File: config.mk
export PLATFORM = sky130hd
export DESIGN_NAME = dvi_link_sequencer_flat
export DESIGN_NICKNAME = d
export VERILOG_FILES = /design/src/rtl/dvi_link_sequencer_if.sv /design/src/rtl/dvi_link_sequencer.sv /design/src/flat_wrapper.sv
export SDC_FILE = /design/constraint.sdc
export NUM_CORES = 1
export LEC_CHECK = 0
export BUFFER_PORTS_ARGS = -buffer_cell sky130_fd_sc_hd__clkbuf_2
export CAP_MARGIN = 20
export CORE_MARGIN = 4
export CORE_UTILIZATION = 57
export CTS_BUF_LIST = sky130_fd_sc_hd__clkbuf_8 sky130_fd_sc_hd__clkbuf_16
export DETAILED_ROUTE_END_ITERATION = 16
export GPL_TIMING_DRIVEN = 0
export PLACE_DENSITY_LB_ADDON = 0.12
export SYNTH_ARGS = -nofsm -noshare
export SYNTH_HDL_FRONTEND = slang
export SYNTH_SLANG_ARGS = --single-unit
File: constraint.sdc
create_clock -name clk -period 3.69 [get_ports clk]
set_clock_uncertainty 0.15 [all_clocks]
set_input_delay 0.369 -clock clk [delete_from_list [all_inputs] [get_ports clk]]
set_output_delay 0.369 -clock clk [all_outputs]
set_load 0.1 [all_outputs]
File: src/rtl/dvi_link_sequencer_if.sv
// rtl/dvi_link_sequencer_if.sv - control/status bundle between the DVI link sequencer and its surroundings
// master drives the PLL lock, enable and frame strobe; slave (the sequencer) returns the enables and status.
interface dvi_link_sequencer_if;
   logic       pll_lock;
   logic       enable;
   logic       frame_start;
   logic       dp_rst_n;
   logic       timing_en;
   logic       tmds_oe;
   logic [2:0] state;
   logic [7:0] fault_count;

   modport master (
      output pll_lock,
      output enable,
      output frame_start,
      input  dp_rst_n,
      input  timing_en,
      input  tmds_oe,
      input  state,
      input  fault_count
   );

   modport slave (
      input  pll_lock,
      input  enable,
      input  frame_start,
      output dp_rst_n,
      output timing_en,
      output tmds_oe,
      output state,
      output fault_count
   );
endinterface

File: src/rtl/dvi_link_sequencer.sv
// rtl/dvi_link_sequencer.sv - bring-up and lock-loss supervision FSM for the DVI output path
// Releases datapath reset, timing and TMDS drivers in order; backs off and retries on PLL lock loss.
module dvi_link_sequencer #(
   parameter int unsigned W_CNT          = 16,
   parameter int unsigned LOCK_CYCLES    = 1024,
   parameter int unsigned SETTLE_CYCLES  = 16,
   parameter int unsigned HOLDOFF_CYCLES = 4096
) (
   input  logic                 clk,
   input  logic                 rst,
   dvi_link_sequencer_if.slave  link
);

   typedef enum logic [2:0] {
      ST_OFF        = 3'd0,
      ST_WAIT_LOCK  = 3'd1,
      ST_SETTLE     = 3'd2,
      ST_WAIT_FRAME = 3'd3,
      ST_RUN        = 3'd4,
      ST_HOLDOFF    = 3'd5
   } state_e;

   localparam logic [W_CNT-1:0] LOCK_LAST    = W_CNT'(LOCK_CYCLES - 1);
   localparam logic [W_CNT-1:0] SETTLE_LAST  = W_CNT'(SETTLE_CYCLES - 1);
   localparam logic [W_CNT-1:0] HOLDOFF_LAST = W_CNT'(HOLDOFF_CYCLES - 1);

   state_e           state_q, state_d;
   logic [W_CNT-1:0] cnt_q, cnt_d;
   logic [7:0]       fault_q, fault_d;
   logic             lock_meta_q, lock_s_q;
   logic             dp_rst_n_q, timing_en_q, tmds_oe_q;
   logic             lock_lost;

   // The counter only survives an edge where the state holds; any transition restarts it at zero.
   always_comb begin
      state_d   = state_q;
      cnt_d     = '0;
      fault_d   = fault_q;
      lock_lost = 1'b0;
      case (state_q)
         ST_OFF: begin
            if (link.enable) state_d = ST_WAIT_LOCK;
         end
         ST_WAIT_LOCK: begin
            if (!link.enable) begin
               state_d = ST_OFF;
            end else if (lock_s_q) begin
               if (cnt_q == LOCK_LAST) state_d = ST_SETTLE;
               else                    cnt_d   = cnt_q + W_CNT'(1);
            end
         end
         ST_SETTLE: begin
            if (!lock_s_q)                 lock_lost = 1'b1;
            else if (!link.enable)         state_d   = ST_OFF;
            else if (cnt_q == SETTLE_LAST) state_d   = ST_WAIT_FRAME;
            else                           cnt_d     = cnt_q + W_CNT'(1);
         end
         ST_WAIT_FRAME: begin
            if (!lock_s_q)             lock_lost = 1'b1;
            else if (!link.enable)     state_d   = ST_OFF;
            else if (link.frame_start) state_d   = ST_RUN;
         end
         ST_RUN: begin
            if (!lock_s_q)         lock_lost = 1'b1;
            else if (!link.enable) state_d   = ST_OFF;
         end
         ST_HOLDOFF: begin
            if (cnt_q == HOLDOFF_LAST) state_d = link.enable ? ST_WAIT_LOCK : ST_OFF;
            else                       cnt_d   = cnt_q + W_CNT'(1);
         end
         default: begin
            state_d = ST_OFF;
         end
      endcase

      // Lock loss outranks an enable drop: the fault is always recorded.
      if (lock_lost) begin
         state_d = ST_HOLDOFF;
         if (fault_q != 8'hFF) fault_d = fault_q + 8'd1;
      end
   end

   always_ff @(posedge clk or posedge rst) begin
      if (rst) begin
         state_q     <= ST_OFF;
         cnt_q       <= '0;
         fault_q     <= '0;
         lock_meta_q <= 1'b0;
         lock_s_q    <= 1'b0;
         dp_rst_n_q  <= 1'b0;
         timing_en_q <= 1'b0;
         tmds_oe_q   <= 1'b0;
      end else begin
         lock_meta_q <= link.pll_lock;
         lock_s_q    <= lock_meta_q;
         state_q     <= state_d;
         cnt_q       <= cnt_d;
         fault_q     <= fault_d;
         dp_rst_n_q  <= (state_d == ST_SETTLE) || (state_d == ST_WAIT_FRAME) || (state_d == ST_RUN);
         timing_en_q <= (state_d == ST_WAIT_FRAME) || (state_d == ST_RUN);
         tmds_oe_q   <= (state_d == ST_RUN);
      end
   end

   assign link.dp_rst_n    = dp_rst_n_q;
   assign link.timing_en   = timing_en_q;
   assign link.tmds_oe     = tmds_oe_q;
   assign link.state       = state_q;
   assign link.fault_count = fault_q;

endmodule

File: src/flat_wrapper.sv
// flat-port wrapper written by rule: the top's interface ports become plain ports
module dvi_link_sequencer_flat 
#(
   parameter int unsigned W_CNT          = 16,
   parameter int unsigned LOCK_CYCLES    = 1024,
   parameter int unsigned SETTLE_CYCLES  = 16,
   parameter int unsigned HOLDOFF_CYCLES = 4096
)
  (clk, rst, link_pll_lock, link_enable, link_frame_start, link_dp_rst_n, link_timing_en, link_tmds_oe, link_state, link_fault_count);
  dvi_link_sequencer_if link_i ();
  input  logic clk;
  input  logic rst;
  input wire logic [$bits(link_i.pll_lock)-1:0] link_pll_lock;
  input wire logic [$bits(link_i.enable)-1:0] link_enable;
  input wire logic [$bits(link_i.frame_start)-1:0] link_frame_start;
  output wire logic [$bits(link_i.dp_rst_n)-1:0] link_dp_rst_n;
  output wire logic [$bits(link_i.timing_en)-1:0] link_timing_en;
  output wire logic [$bits(link_i.tmds_oe)-1:0] link_tmds_oe;
  output wire logic [$bits(link_i.state)-1:0] link_state;
  output wire logic [$bits(link_i.fault_count)-1:0] link_fault_count;
  assign link_i.pll_lock = link_pll_lock;
  assign link_i.enable = link_enable;
  assign link_i.frame_start = link_frame_start;
  assign link_dp_rst_n = link_i.dp_rst_n;
  assign link_timing_en = link_i.timing_en;
  assign link_tmds_oe = link_i.tmds_oe;
  assign link_state = link_i.state;
  assign link_fault_count = link_i.fault_count;
  dvi_link_sequencer #(.W_CNT(W_CNT), .LOCK_CYCLES(LOCK_CYCLES), .SETTLE_CYCLES(SETTLE_CYCLES), .HOLDOFF_CYCLES(HOLDOFF_CYCLES)) u_core (.clk(clk), .rst(rst), .link(link_i));
endmodule
Yosys cells after proc, flatten, opt, wreduce, memory -nomap -nowiden

Cells that the tools add are included.

Add/sub/neg operators: 2
Equal/unequal tests: 12
Multiplexer cells: 26
Reduce and logical (&&, ||, !) cells: 6

Operators with widths:

| operator                                         | count |
|---|---|
| two-way mux 16 bit                               | 7 |
| one-hot mux 16 bit (3 select lines)              | 1 |
| two-way mux 3 bit                                | 14 |
| one-hot mux 3 bit (6 select lines)               | 1 |
| adder 16 x 1 -> 16 bit (second input constant)   | 1 |
| == test 16 x 10 -> 1 bit (second input constant) | 1 |
| == test 16 x 12 -> 1 bit (second input constant) | 1 |
| == test 16 x 4 -> 1 bit (second input constant)  | 1 |
| == test 3 x 2 -> 1 bit (second input constant)   | 4 |
| == test 3 bit (second input constant)            | 3 |
| adder 8 x 1 -> 8 bit (second input constant)     | 1 |
| inequality test 8 bit (second input constant)    | 1 |
| == test 3 x 1 -> 1 bit (second input constant)   | 1 |
| logical NOT 3 bit                                | 1 |
| logical OR 1 bit                                 | 3 |
| two-way mux 1 bit                                | 3 |
| OR reduction 3 bit                               | 1 |
| AND reduction 2 bit                              | 1 |

Register bits after elaboration: 32
Output and inout port bits: 14

Depth between registers and ports, before layout

Depth after elaboration: 9
Gate-level depth with buffers: 7
Depth with buffers taken out: 6

Worst setup path after synthesis

Ideal clock, no wire load.

Kind: register -> register
Start point: reg u_core.state_q[2] (netlist: u_core.link.state[2])
End point: reg u_core.fault_q[1] (netlist: u_core.link.fault_count[1])
Arrival time: 2.329 ns
Required time: 3.414 ns
Setup slack: 1.085 ns
Stages on the path, launching flop included: 5
Buffers on the path: 0
Path through: dfrtp_1 -> nor2b_1 -> a21oi_1 -> a311oi_2 -> mux2_2

Cells in the longest elaborated chain, start to end: 4

RTL lines:

| what                                                    | line                     | source |
|---|---|---|
| from (decl)                                             | dvi_link_sequencer.sv:27 | `state_e state_q, state_d;` |
| from (signal assigned)                                  | dvi_link_sequencer.sv:96 | `state_q <= state_d;` |
| == test 3 x 2 -> 1 bit or == test 3 bit (tied branches) | dvi_link_sequencer.sv:40 | `case (state_q)` |
| OR reduction 3 bit (no source line) (*)                 | -                        |  |
| two-way mux 1 bit (*)                                   | -                        |  |
| AND reduction 2 bit (no source line) (*)                | -                        |  |
| to (signal assigned)                                    | dvi_link_sequencer.sv:98 | `fault_q <= fault_d;` |
| to (decl)                                               | dvi_link_sequencer.sv:29 | `logic [7:0] fault_q, fault_d;` |

Mark *: on every way between the ends. The rest lies on a longest branch, timed or not.
A chain may end at the register's enable or synchronous reset.

Worst setup path after layout

Start point: reg u_core.cnt_q[0]
End point: reg u_core.cnt_q[4]

Cells in the longest elaborated chain, start to end: 5

RTL lines:

| what                                                 | line                                                                         | source |
|---|---|---|
| from (decl)                                          | dvi_link_sequencer.sv:28                                                     | `logic [W_CNT-1:0] cnt_q, cnt_d;` |
| from (signal assigned)                               | dvi_link_sequencer.sv:97                                                     | `cnt_q <= cnt_d;` |
| adder 16 x 1 -> 16 bit, or another cell as far along | dvi_link_sequencer.sv:49, dvi_link_sequencer.sv:56, dvi_link_sequencer.sv:69 |  |
| two-way mux 16 bit, on equally long branches         | dvi_link_sequencer.sv:55, dvi_link_sequencer.sv:48                           |  |
| two-way mux 16 bit, on equally long branches         | dvi_link_sequencer.sv:54, dvi_link_sequencer.sv:47                           |  |
| two-way mux 16 bit, on equally long branches         | dvi_link_sequencer.sv:53, dvi_link_sequencer.sv:45                           |  |
| one-hot mux 16 bit (3 select lines) (*)              | dvi_link_sequencer.sv:40                                                     |  |
| via u_core.cnt_d[4]                                  | dvi_link_sequencer.sv:28                                                     |  |

Mark *: on every way through the listed nets, which the timed path passes. The rest lies on a longest branch.

==> flow_summary.toml <==
[timing]
finalSetupViolations = 0
clock.fmax_ghz = 0.4116
worstMarginPinSlew_ns = 0.6684
min_period_ns = 2.430
timing.final.ws_setup_ns = 1.260
drv_slew = 0
tns_ns = 0
final_hold_viol_count = 0
rsz0062_at_grt = "no"
finalCritPeriodShare = 0.6584
max_slew_margin = 0.5539

[die]
fp.dieW_um = 62.12
row_count = 19
die_area_mm2 = 0.003858
core_area_mm2 = 0.002781
initial_utilization = 0.6001
die_h_um = 62.12
pin_count = 19

[route]
via_per_inst = 5.840
wire_per_inst_um = 14.31
ant_nets = 0
vias = 1244
route.detailed.drc = 0
drtIter0Drc = 49
dr.pass1.iters = 4
routed_wl_um = 3047

[critical_path]
critPathRequiredTime_ns = 3.69
cp_slowest_stage_delay_ns = 0.54
rr_endpoint = "u_core.cnt_q[4]"
path_max_fanout = 10
crit_path_start_kind = "flop"
reg2reg_depth = 6
critical_path_arrival_ns = 2.43
r2r_setup_slack_ns = 1.26
critPathTopFamily = "simple AND/OR/NAND/NOR gates"
crit_slowest_cell = "or4_1"
rr_startpoint = "u_core.cnt_q[0]"
critPathCaptureType = "flop"
crit_buf_inv = 1
path_cells = "ha_1 -> nand2_1 -> or4_1 -> o211ai_2 -> buf_2 -> a21oi_2"
path_class = "flop to flop"

[clock_network]
cts_tree = "done"
clkSlewWorstSetupHoldPaths_ns = 0.06
postCtsSetupBuffers = 0
clk_latency_ns = 0.28
ctsResizeCount = 0
clockBufferDepth = 2
clockRootBuffer = "clkbuf_8"
cts_hold_buffers = 0
cts-buffers-inserted = 5
h-tree-depth = 2
cts_sinks = 32

[layout]
final_common_cell = "dfrtp_1"
diodes = 0
fin_nets = 188
mostFrequentLayoutCells = "32 x dfrtp_1, 18 x clkbuf_2, 16 x xnor2_1"
synthToLayoutAreaGrowth_pct = 14.77
drive_above_1_share = 0.2582

[run_status]
status = "finished clean"

[job]
drv_cap = 0

[global_routing]
grt_busiest_layer = "met2"
grt_max_degree = 18
first_global_vias = 1288
use_met3 = 0.05225
grt_use_met2 = 0.2915
track_usage = 0.1793
grt_use_met1 = 0.2257
gr-total-overflow = 0
grt_antenna_before_repair = 0
grt_pass1_wl_um = 5692

[logic_synthesis]
syn_area_per_cell_um2 = 10.77
seq_area_frac_synth = 0.4798
synth_flop_cell = "dfrtp_1"
synth_area_leaders = "dfrtp_1 48%, xnor2_1 8.4%, a21oi_2 5.2%"
async_flop_share = 1.000
ys_ff_latch = 32
synth_top_cell_by_area = "dfrtp_1"
syn_nets = 162
yosys_warnings = 0
netlist_area_mm2 = 0.001669
ys_types = 38
syn_inst = 155
synth.top_cell.area_share = 0.4798
synth-edff-count = 0

[power_and_ir_drop]
peakVddDrop_mv = 0.3053
p_leak_nw = 0.8532
p_per_area_mw_per_mm2 = 329.1

[placed_design]
dp_slack_ns = 1.285
gp_congestion = 0.8230
port_buffers = 18
hpwl_um = 2301

[worst_hold_path]
hp-class = "input pin to async pin"
-- metrics by stage --
stage / power (mW) / cell area [µm²] / hold slack, ns / instances / utilization
after floorplan: 0.3653 / 1669 / 0.1812 / 155 / -
final: 0.6304 / 1916 / 0.008519 / 213 / 0.6887
after detailed placement: 0.3738 / 1826 / 0.1858 / 205 / 0.6563
after global routing: 0.6572 / 1916 / 0.03227 / 213 / 0.6887
after global placement: 0.3701 / 1798 / 0.1851 / 204 / 0.6464
after CTS: 0.6373 / 1916 / 0.02378 / 213 / 0.6887
-- worst register-to-register path, stage by stage, from the launching register on --
cell	delay, ns
dfrtp_1	0.44
ha_1	0.24
nand2_1	0.12
or4_1	0.54
o211ai_2	0.36
buf_2	0.37
a21oi_2	0.09
-- worst max path at each step --
stage,from,end,cells past startpoint
after floorplan,u_core.link.state[2],u_core.link.fault_count[1],4
final,u_core.cnt_q[0],u_core.cnt_q[4],6
after global routing,u_core.cnt_q[0],u_core.link.dp_rst_n,6
after global placement,u_core.cnt_q[0],u_core.cnt_q[11],6
after detailed placement,u_core.cnt_q[0],u_core.cnt_q[0],6
after CTS,u_core.cnt_q[0],u_core.cnt_q[4],6
-- per-layer routing --
layer | vias up | routed length, µm
met1 | 589 | 1380
met5 | - | 0
li1 | 612 | -
met3 | 7 | 130
met4 | 0 | 45
met2 | 36 | 1490
-- cell families after synthesis --
kind of cell | share of synthesized area
flip-flops | 0.4798
XOR/XNOR | 0.1102
adder cells (fa/ha/maj) | 0.01499
buffers and inverters | 0.02924
AND/OR/NAND/NOR | 0.1784
multiplexers | 0.006746
AO/OA/AOI/OAI | 0.1807
-- cells in the mapped netlist, drive strengths merged (4+ instances only) --
master and number:
dfrtp 32, a21oi 18, xnor2 16, nor2 10
nand2 8, nand3 7, o21ai 7, and3 6
inv 5, nand4 5, xor2 5, a21boi 4
nor2b 4, or4 4
-- report_power, final --
part	switching (mW)	internal, mW
logic	0.00856	0.00514
registers	0.00110	0.352
clock network	0.117	0.146
total	0.127	0.503
-- state kept, by name (all words and copies together), names as in the netlist --
name	flops
u_core.link.fault_count	8
u_core.lock_meta_q	1
u_core.link.timing_en	1
u_core.cnt_q	16
u_core.link.tmds_oe	1
u_core.link.state	3
u_core.link.dp_rst_n	1
u_core.lock_s_q	1
-- area by class of cell --
class / count / area [µm²]
buffer: 3 / 30.03
clock buffer: 6 / 82.58
clock inverter: 2 / 7.507
fill: 228 / 865.8
inverter: 5 / 18.77
multi-input combinational: 115 / 819.5
sequential: 32 / 800.8
tap: 31 / 38.79
timing repair buffer: 19 / 117.6
(Power assumes the default switching activity.)
